--- src/rtl/qc_pkg.sv ---
// Shared constants and types for the issued-instruction memory path.
// Word layout, NOP opcode and reader FSM states (also used by the time controller).
package qc_pkg;

  localparam int QC_ADDR_W = 11;
  localparam int QC_DATA_W = 18;

  localparam int OPC_MSB = 17;
  localparam int OPC_LSB = 11;
  localparam int ANG_MSB = 10;
  localparam int ANG_LSB = 0;

  localparam logic [6:0] QC_NOP_OPCODE = 7'h00;

  typedef enum logic [1:0] {
    IDLE,
    READ,
    LATCH,
    PRESENT
  } rd_state_t;

endpackage

--- src/rtl/qc_ring_ptr.sv ---
// Write/read pointer pair for the issued-instruction RAM with wrap bit.
// Ports: clk, reset (async low), inc_wr, inc_rd -> wr_ptr, rd_ptr, occupancy, overflow.
module qc_ring_ptr #(
  parameter int ADDR_W = 11
) (
  input  logic            clk,
  input  logic            reset,
  input  logic            inc_wr,
  input  logic            inc_rd,
  output logic [ADDR_W:0] wr_ptr,
  output logic [ADDR_W:0] rd_ptr,
  output logic [ADDR_W:0] occupancy,
  output logic            overflow
);

  localparam logic [ADDR_W:0] DEPTH = {1'b1, {ADDR_W{1'b0}}};

  logic full;
  logic wr_ok;

  assign occupancy = wr_ptr - rd_ptr;
  assign full      = (occupancy == DEPTH);
  // A consume in the same cycle frees the slot the write needs.
  assign wr_ok     = inc_wr && (!full || inc_rd);

  always_ff @(posedge clk or negedge reset) begin
    if (!reset) begin
      wr_ptr   <= '0;
      rd_ptr   <= '0;
      overflow <= 1'b0;
    end else begin
      if (wr_ok)
        wr_ptr <= wr_ptr + 1'b1;
      if (inc_rd)
        rd_ptr <= rd_ptr + 1'b1;
      if (inc_wr && full && !inc_rd)
        overflow <= 1'b1;
    end
  end

endmodule

--- src/rtl/qop_mem_reader.sv ---
// Reads issued {opcode, angle} words back in write order and presents them downstream.
// Ports: clk, reset, wr_pulse, mem_rd_*, op_valid/op_ready/op_opcode/op_angle, occupancy, overflow, issued_cnt.
module qop_mem_reader
  import qc_pkg::*;
#(
  parameter int         ADDR_W     = QC_ADDR_W,
  parameter int         DATA_W     = QC_DATA_W,
  parameter logic [6:0] NOP_OPCODE = QC_NOP_OPCODE,
  parameter bit         DROP_NOP   = 1'b1
) (
  input  logic              clk,
  input  logic              reset,
  input  logic              wr_pulse,
  output logic              mem_rd_en,
  output logic [ADDR_W-1:0] mem_rd_addr,
  input  logic [DATA_W-1:0] mem_rd_data,
  output logic              op_valid,
  input  logic              op_ready,
  output logic [6:0]        op_opcode,
  output logic [10:0]       op_angle,
  output logic [ADDR_W:0]   occupancy,
  output logic              overflow,
  output logic [15:0]       issued_cnt
);

  rd_state_t state;

  logic [ADDR_W:0] wr_ptr;
  logic [ADDR_W:0] rd_ptr;
  logic [6:0]      rd_opc;
  logic [10:0]     rd_ang;
  logic            drop;
  logic            accept;
  logic            inc_rd;

  assign rd_opc = mem_rd_data[OPC_MSB:OPC_LSB];
  assign rd_ang = mem_rd_data[ANG_MSB:ANG_LSB];
  assign drop   = DROP_NOP && (rd_opc == NOP_OPCODE);
  assign accept = (state == PRESENT) && op_valid && op_ready;
  assign inc_rd = accept || ((state == LATCH) && drop);

  assign mem_rd_addr = rd_ptr[ADDR_W-1:0];

  qc_ring_ptr #(
    .ADDR_W(ADDR_W)
  ) u_ptr (
    .clk      (clk),
    .reset    (reset),
    .inc_wr   (wr_pulse),
    .inc_rd   (inc_rd),
    .wr_ptr   (wr_ptr),
    .rd_ptr   (rd_ptr),
    .occupancy(occupancy),
    .overflow (overflow)
  );

  always_ff @(posedge clk or negedge reset) begin
    if (!reset) begin
      state      <= IDLE;
      mem_rd_en  <= 1'b0;
      op_valid   <= 1'b0;
      op_opcode  <= '0;
      op_angle   <= '0;
      issued_cnt <= '0;
    end else begin
      mem_rd_en <= 1'b0;
      unique case (state)
        IDLE: begin
          if (occupancy != '0) begin
            state     <= READ;
            mem_rd_en <= 1'b1;
          end
        end
        READ: begin
          state <= LATCH;
        end
        LATCH: begin
          op_opcode <= rd_opc;
          op_angle  <= rd_ang;
          if (drop) begin
            state <= IDLE;
          end else begin
            state    <= PRESENT;
            op_valid <= 1'b1;
          end
        end
        PRESENT: begin
          if (accept) begin
            op_valid   <= 1'b0;
            issued_cnt <= issued_cnt + 1'b1;
            state      <= IDLE;
          end
        end
        default: begin
          state    <= IDLE;
          op_valid <= 1'b0;
        end
      endcase
    end
  end

  // Keep the unused pointer visible to lint without exporting it.
  logic unused_wr;
  assign unused_wr = ^wr_ptr;

endmodule

--- config.mk ---
export PLATFORM = sky130hd
export DESIGN_NAME = qop_mem_reader
export DESIGN_NICKNAME = d
export VERILOG_FILES = /design/src/rtl/qc_pkg.sv /design/src/rtl/qc_ring_ptr.sv /design/src/rtl/qop_mem_reader.sv
export SDC_FILE = /design/constraint.sdc
export NUM_CORES = 1
export LEC_CHECK = 0
export ABC_AREA = 1
export BUFFER_PORTS_ARGS = -buffer_cell sky130_fd_sc_hd__buf_4
export CORE_MARGIN = 2
export CORE_UTILIZATION = 40
export CTS_CLUSTER_DIAMETER = 30
export DETAILED_ROUTE_END_ITERATION = 16
export GPL_TIMING_DRIVEN = 0
export PLACE_DENSITY = 0.72
export SYNTH_ARGS = -nofsm -noshare
export SYNTH_HDL_FRONTEND = slang
export SYNTH_SLANG_ARGS = --single-unit
--- constraint.sdc ---
create_clock -name clk -period 3.3 [get_ports clk]
set_input_delay 0.495 -clock clk [delete_from_list [all_inputs] [get_ports clk]]
set_output_delay 0.495 -clock clk [all_outputs]
set_load 0.005 [all_outputs]
## Word-level counts from Yosys, hierarchy flattened

Cells that the tools add are included.

- $add $sub $neg: 4
- Equality and inequality tests: 7
- Multiplexer cells: 9
- Reduce and logical (&&, ||, !) cells: 17

Operators with widths:

| cell | count |
|---|---|
| adder 12 x 1 -> 12 bit, second input constant | 2 |
| adder 16 x 1 -> 16 bit, second input constant | 1 |
| == test 12 bit, second input constant | 1 |
| nonzero test 12 bit | 1 |
| subtractor 12 bit | 1 |
| case mux 2 bit (4 select lines) | 1 |
| logical NOT 7 bit | 1 |
| logical AND 1 bit | 6 |
| 2-to-1 mux 2 bit | 3 |
| != test 2 bit, second input constant | 3 |
| == test 2 bit, second input constant | 2 |
| 2-to-1 mux 1 bit | 4 |
| AND reduction 2 bit | 2 |
| AND reduction 3 bit | 1 |
| == test 2 x 1 -> 1 bit, second input constant | 1 |
| logical NOT 1 bit | 2 |
| logical NOT 2 bit | 1 |
| logical OR 1 bit | 2 |
| case mux 1 bit (2 select lines) | 1 |
| nonzero test 2 bit | 1 |

- Bits in registers: 63
- Input bits: 22
- Output and inout bits: 60
- Logic and storage cells: 46

## Depth between registers and ports, before layout

- Depth after elaboration: 6
- Depth in mapped cells: 18
- Mapped depth without buffers: 17

## By module

A second synthesis with hierarchy kept.

- Cells, all modules: 519
- Area, all modules: 3872.5 um2

Modules (own cells, without submodules):

| module | times used | cells each | area each (um2) | sequential area each (um2) |
|---|---|---|---|---|
| qc_ring_ptr | 1 | 301 | 2130.8 | 625.6 |
| qop_mem_reader | 1 | 218 | 1741.7 | 950.9 |

## Worst setup path after synthesis

No wires, ideal clock.

- Kind: register -> register
- From: register u_ptr.wr_ptr[0]
- To: register u_ptr.wr_ptr[10]
- Library setup time: 0.117 ns
- Data arrival time: 2.248 ns
- Data required time: 3.183 ns
- Slack: 0.935 ns
- Stages on the path, launching flop included: 15
- Path buffers: 1
- Period minus slack after synthesis: 2.365 ns
- Path through: dfrtp_1 -> inv_1 -> ha_1 -> inv_1 -> fa_1 -> or2_2 -> nor2_1 -> nand3_1 -> nor2_1 -> nand2_1 -> nor2_2 -> nand2_2 -> buf_4 -> nand3_1 -> nand2_1

- Word-level cells in the longest chain between the ends: 5
- Elaborated cells on any way between the ends: 6
- Classes of those cells: add/sub (2); eq/ne (1); reduce/logical (3)

RTL lines:

| item | line | RTL |
|---|---|---|
| start: declaration | qc_ring_ptr.sv:10 | `output logic [ADDR_W:0] wr_ptr,` |
| start signal: assignment | qc_ring_ptr.sv:33 | `wr_ptr <= wr_ptr + 1'b1;` |
| subtractor 12 bit | qc_ring_ptr.sv:21 | `assign occupancy = wr_ptr - rd_ptr;` |
| named net occupancy[1] | qop_mem_reader.sv:21 | `output logic [ADDR_W:0] occupancy,` |
| == test 12 bit | qc_ring_ptr.sv:22 | `assign full = (occupancy == DEPTH);` |
| logical NOT 1 bit | qc_ring_ptr.sv:24 | `assign wr_ok = inc_wr && (!full \|\| inc_rd);` |
| logical OR 1 bit | qc_ring_ptr.sv:24 |  |
| logical AND 1 bit | qc_ring_ptr.sv:24 |  |

The timed path passes the listed nets, and every way through them passes these cells.
A chain may end at the register's enable or synchronous reset.

## Final worst setup path

- From: register u_ptr.wr_ptr[0]
- To: output port occupancy[10]

- Word-level cells in the longest chain between the ends: 1

RTL lines:

| item | line |
|---|---|
| subtractor 12 bit | qc_ring_ptr.sv:21 |
| end: declaration | qop_mem_reader.sv:21 |

No other way between the ends.

==> run summary <==
Peak VDD IR -> 0.4162 mV
First-pass GRT wire length -> 13.99 mm
Most frequent cells in the layout -> nand2_1 (169), buf_4 (93), inv_1 (63), dfrtp_1 (63), nand3_1 (33)
Clock Power Share -> 20.9%
Post-route worst setup slack -> 0.4801 ns
Routed wire length -> 8.066 mm
Hold WC Path Type -> primary input to async pin
CTS tree -> done
Internal Power -> 2.259 mW
Hpwl dp -> 6.182 mm
Max transition margin -> 47.47%
Area added between synthesis and finish -> 26.01%
Max Slew Vio Count -> 0
Die area -> 10120 sq um
Share of the synthesized area in the top cell type -> 42.24%
Port Buf Inserts -> 81
Register area share after synthesis -> 42.24%
Status -> finished clean
Synth area leader -> dfrtp_1
Element type at the critical path end -> output port
Post-Syn Nets -> 514
Final nets -> 606
Die Wd -> 100.6 um
Core area -> 9153 sq um
Leakage -> 2.602 nW
Placer congestion estimate -> 0.9064
Clk Latency, worst-skew pair -> 0.34 ns
Syn Area/Cell -> 7.825 sq um
Hold buffer count at cts -> 0
Arrival time worst endpoint -> 2.32 ns
Final TNS setup -> 0 ns
Crit-path most repeated cell -> nand2_1
Post-synthesis cell area -> 3732 sq um
FF-to-FF End -> u_ptr.wr_ptr[9]$_DFFE_PN0P_
Yosys Warn Count -> 0
Startpoint Class -> register
Initial drt markers -> 136
Pre-CTS WS -> 0.6375 ns
Period utilization -> 85.45%
Initial DRT Pass Iterations -> 4
Max Cap Viol -> 0
Final Hold Fails -> 0
Combinational share of power -> 45.8%
WS Path Type -> register to output port
Rows -> 35
RSZ-0062 raised after global routing -> false
CTS-repair resized insts -> 0
Layout cells sized above 1 -> 23.00%
Clock Skews -> 0.01078 ns
Gr usage total -> 17.24%
Final instance area -> 4703 sq um
Via count -> 3208
Sequential power share -> 33.2%
Starting density of the core -> 40.78%
Most common library cell in the layout ignoring fill and taps -> nand2_1
Drc violations -> 0
Worst-Margin Slew -> 0.7880 ns
Via density per instance -> 4.683
Post-DRT Antenna Nets -> 0
Synth unique cells -> 34
Die Y -> 100.6 um
Postcts setup bufs -> 0
Clock root buffer -> clkbuf_8
Initial antenna violation count -> 0
WHS -> 0.2230 ns
Inserted Clock Buffers -> 9
GR Overflow Total -> 0
Worst-path fanout max -> 5
Fin util -> 51.39%
Worst reg-to-reg setup slack -> 0.64 ns
TritonCTS sink count -> 63
Max Clk Rate -> 0.3546 GHz
Clk slew on worst S/H paths -> 0.07 ns
Synth top area cells -> dfrtp_1 (42%), nand2_1 (17%), inv_1 (6.3%)
Crit path required time -> 2.80 ns
FF+latch count, synth -> 63
Pwr dens -> 770.4 nW/um^2
Vias in the first global route -> 3124
Placed inst area -> 4479 sq um
Top-Level Pins -> 82
Final Setup Violations -> 0
CP max-delay cell -> dfrtp_1
CTS H-tree depth -> 3
Final min period -> 2.820 ns
Ant diodes -> 0
CTS max path bufs -> 2
Wire per inst -> 11.78 um
Switch Pwr -> 1.364 mW
Largest net degree at the start of global routing -> 64
CP cell instances -> inv_1 -> ha_1 -> inv_1 -> fa_1 -> nand2_1 -> nand2_2 -> nand3_2 -> nand2_1 -> nand2_1 -> nand2_1 -> nand2_1 -> nand2_1 -> buf_4
Crit Reg-Reg Startpoint -> u_ptr.wr_ptr[0]$_DFFE_PN0P_
Reg2Reg Depth -> 14
Net Sw Frac -> 37.66%
Max incr delay on CP -> 0.43 ns
Cells after Synth -> 477
worst max-delay path: cells and delay by family (launching register included):
| kind | cells | cell delay, ns |
|---|---|---|
| buf+inv | 3 | 0.39 |
| fa+ha+maj | 2 | 0.58 |
| simple gates | 8 | 0.59 |
| flops | 1 | 0.43 |
synth_stat cells (all sizes together):
cell type  count
nand2        175
inv           64
dfrtp         63
nand3         38
nor2          26
xor2          26
buf           14
ha            14
nor3          12
xnor2         10
nand4          8
a21oi          7
clkbuf         3
nand3b         3
nor4           3
o21ai          3
a31oi          2
or2            2
a21o           1
and2           1
fa             1
o21bai         1
per-stage QoR:
stage | instances | power (mW)
global route | 685 | 3.959
finish | 685 | 3.623
floorplan | 477 | 2.176
global placement | 669 | 2.849
detailed placement | 669 | 2.893
CTS | 685 | 3.663
power groups by stage:
stage	registers [mW]	clock network, mW	logic (mW)
finish	1.20	0.758	1.66
CTS	1.21	0.775	1.68
global route	1.24	0.812	1.91
detailed placement	1.21	0	1.68
floorplan	1.19	0	0.988
global placement	1.21	0	1.64
layout make-up:
class,count,area [sq um]
Fill cell,882,4449
Sequential cell,63,1577
Clock inverter,3,65.06
Tap cell,111,138.9
Timing Repair Buffer,81,608.1
Inverter,64,240.2
Clock buffer,13,158.9
Buffer,17,116.4
Multi-Input combinational cell,333,1799
worst max path at each step:
stage                                            from                            to  slack (ns)  cells after the start
after floorplan           u_ptr.wr_ptr[0]$_DFFE_PN0P_  u_ptr.wr_ptr[10]$_DFFE_PN0P_        0.93                     14
after global placement    u_ptr.wr_ptr[0]$_DFFE_PN0P_  u_ptr.wr_ptr[10]$_DFFE_PN0P_        0.70                     14
after detailed placement  u_ptr.wr_ptr[0]$_DFFE_PN0P_   u_ptr.wr_ptr[9]$_DFFE_PN0P_        0.64                     14
after CTS                 u_ptr.wr_ptr[0]$_DFFE_PN0P_                 occupancy[10]        0.46                     13
after global routing      u_ptr.wr_ptr[0]$_DFFE_PN0P_                 occupancy[10]        0.30                     13
final                     u_ptr.wr_ptr[0]$_DFFE_PN0P_                 occupancy[10]        0.48                     13
logic make-up (layout without fill, tap and decap cells):
family                     Yosys count  count (layout)  share of synthesized area (%)
DFF                                 63              63                          42.24
adders and majority gates           15              15                          5.230
buffers and inverters               81             178                          9.554
AOI/OAI and AO/OA                   14              14                          2.280
xor gates and xnor gates            36              36                          8.448
and+or+nand+nor                    268             268                          32.25
sequential cells by signal (all words and copies together) (netlist names):
signal          count
mem_rd_en           1
issued_cnt         16
state               2
u_ptr.rd_ptr       12
op_angle           11
u_ptr.wr_ptr       12
op_valid            1
op_opcode           7
u_ptr.overflow      1
layer usage:
metal,track usage [%],share of wire (%)
met2,27.33,45
met4,6.428,2.1
met1,22.68,48
met5,0,0
met3,4.508,5.6
No activity file was read; power rests on OpenSTA's default activity.
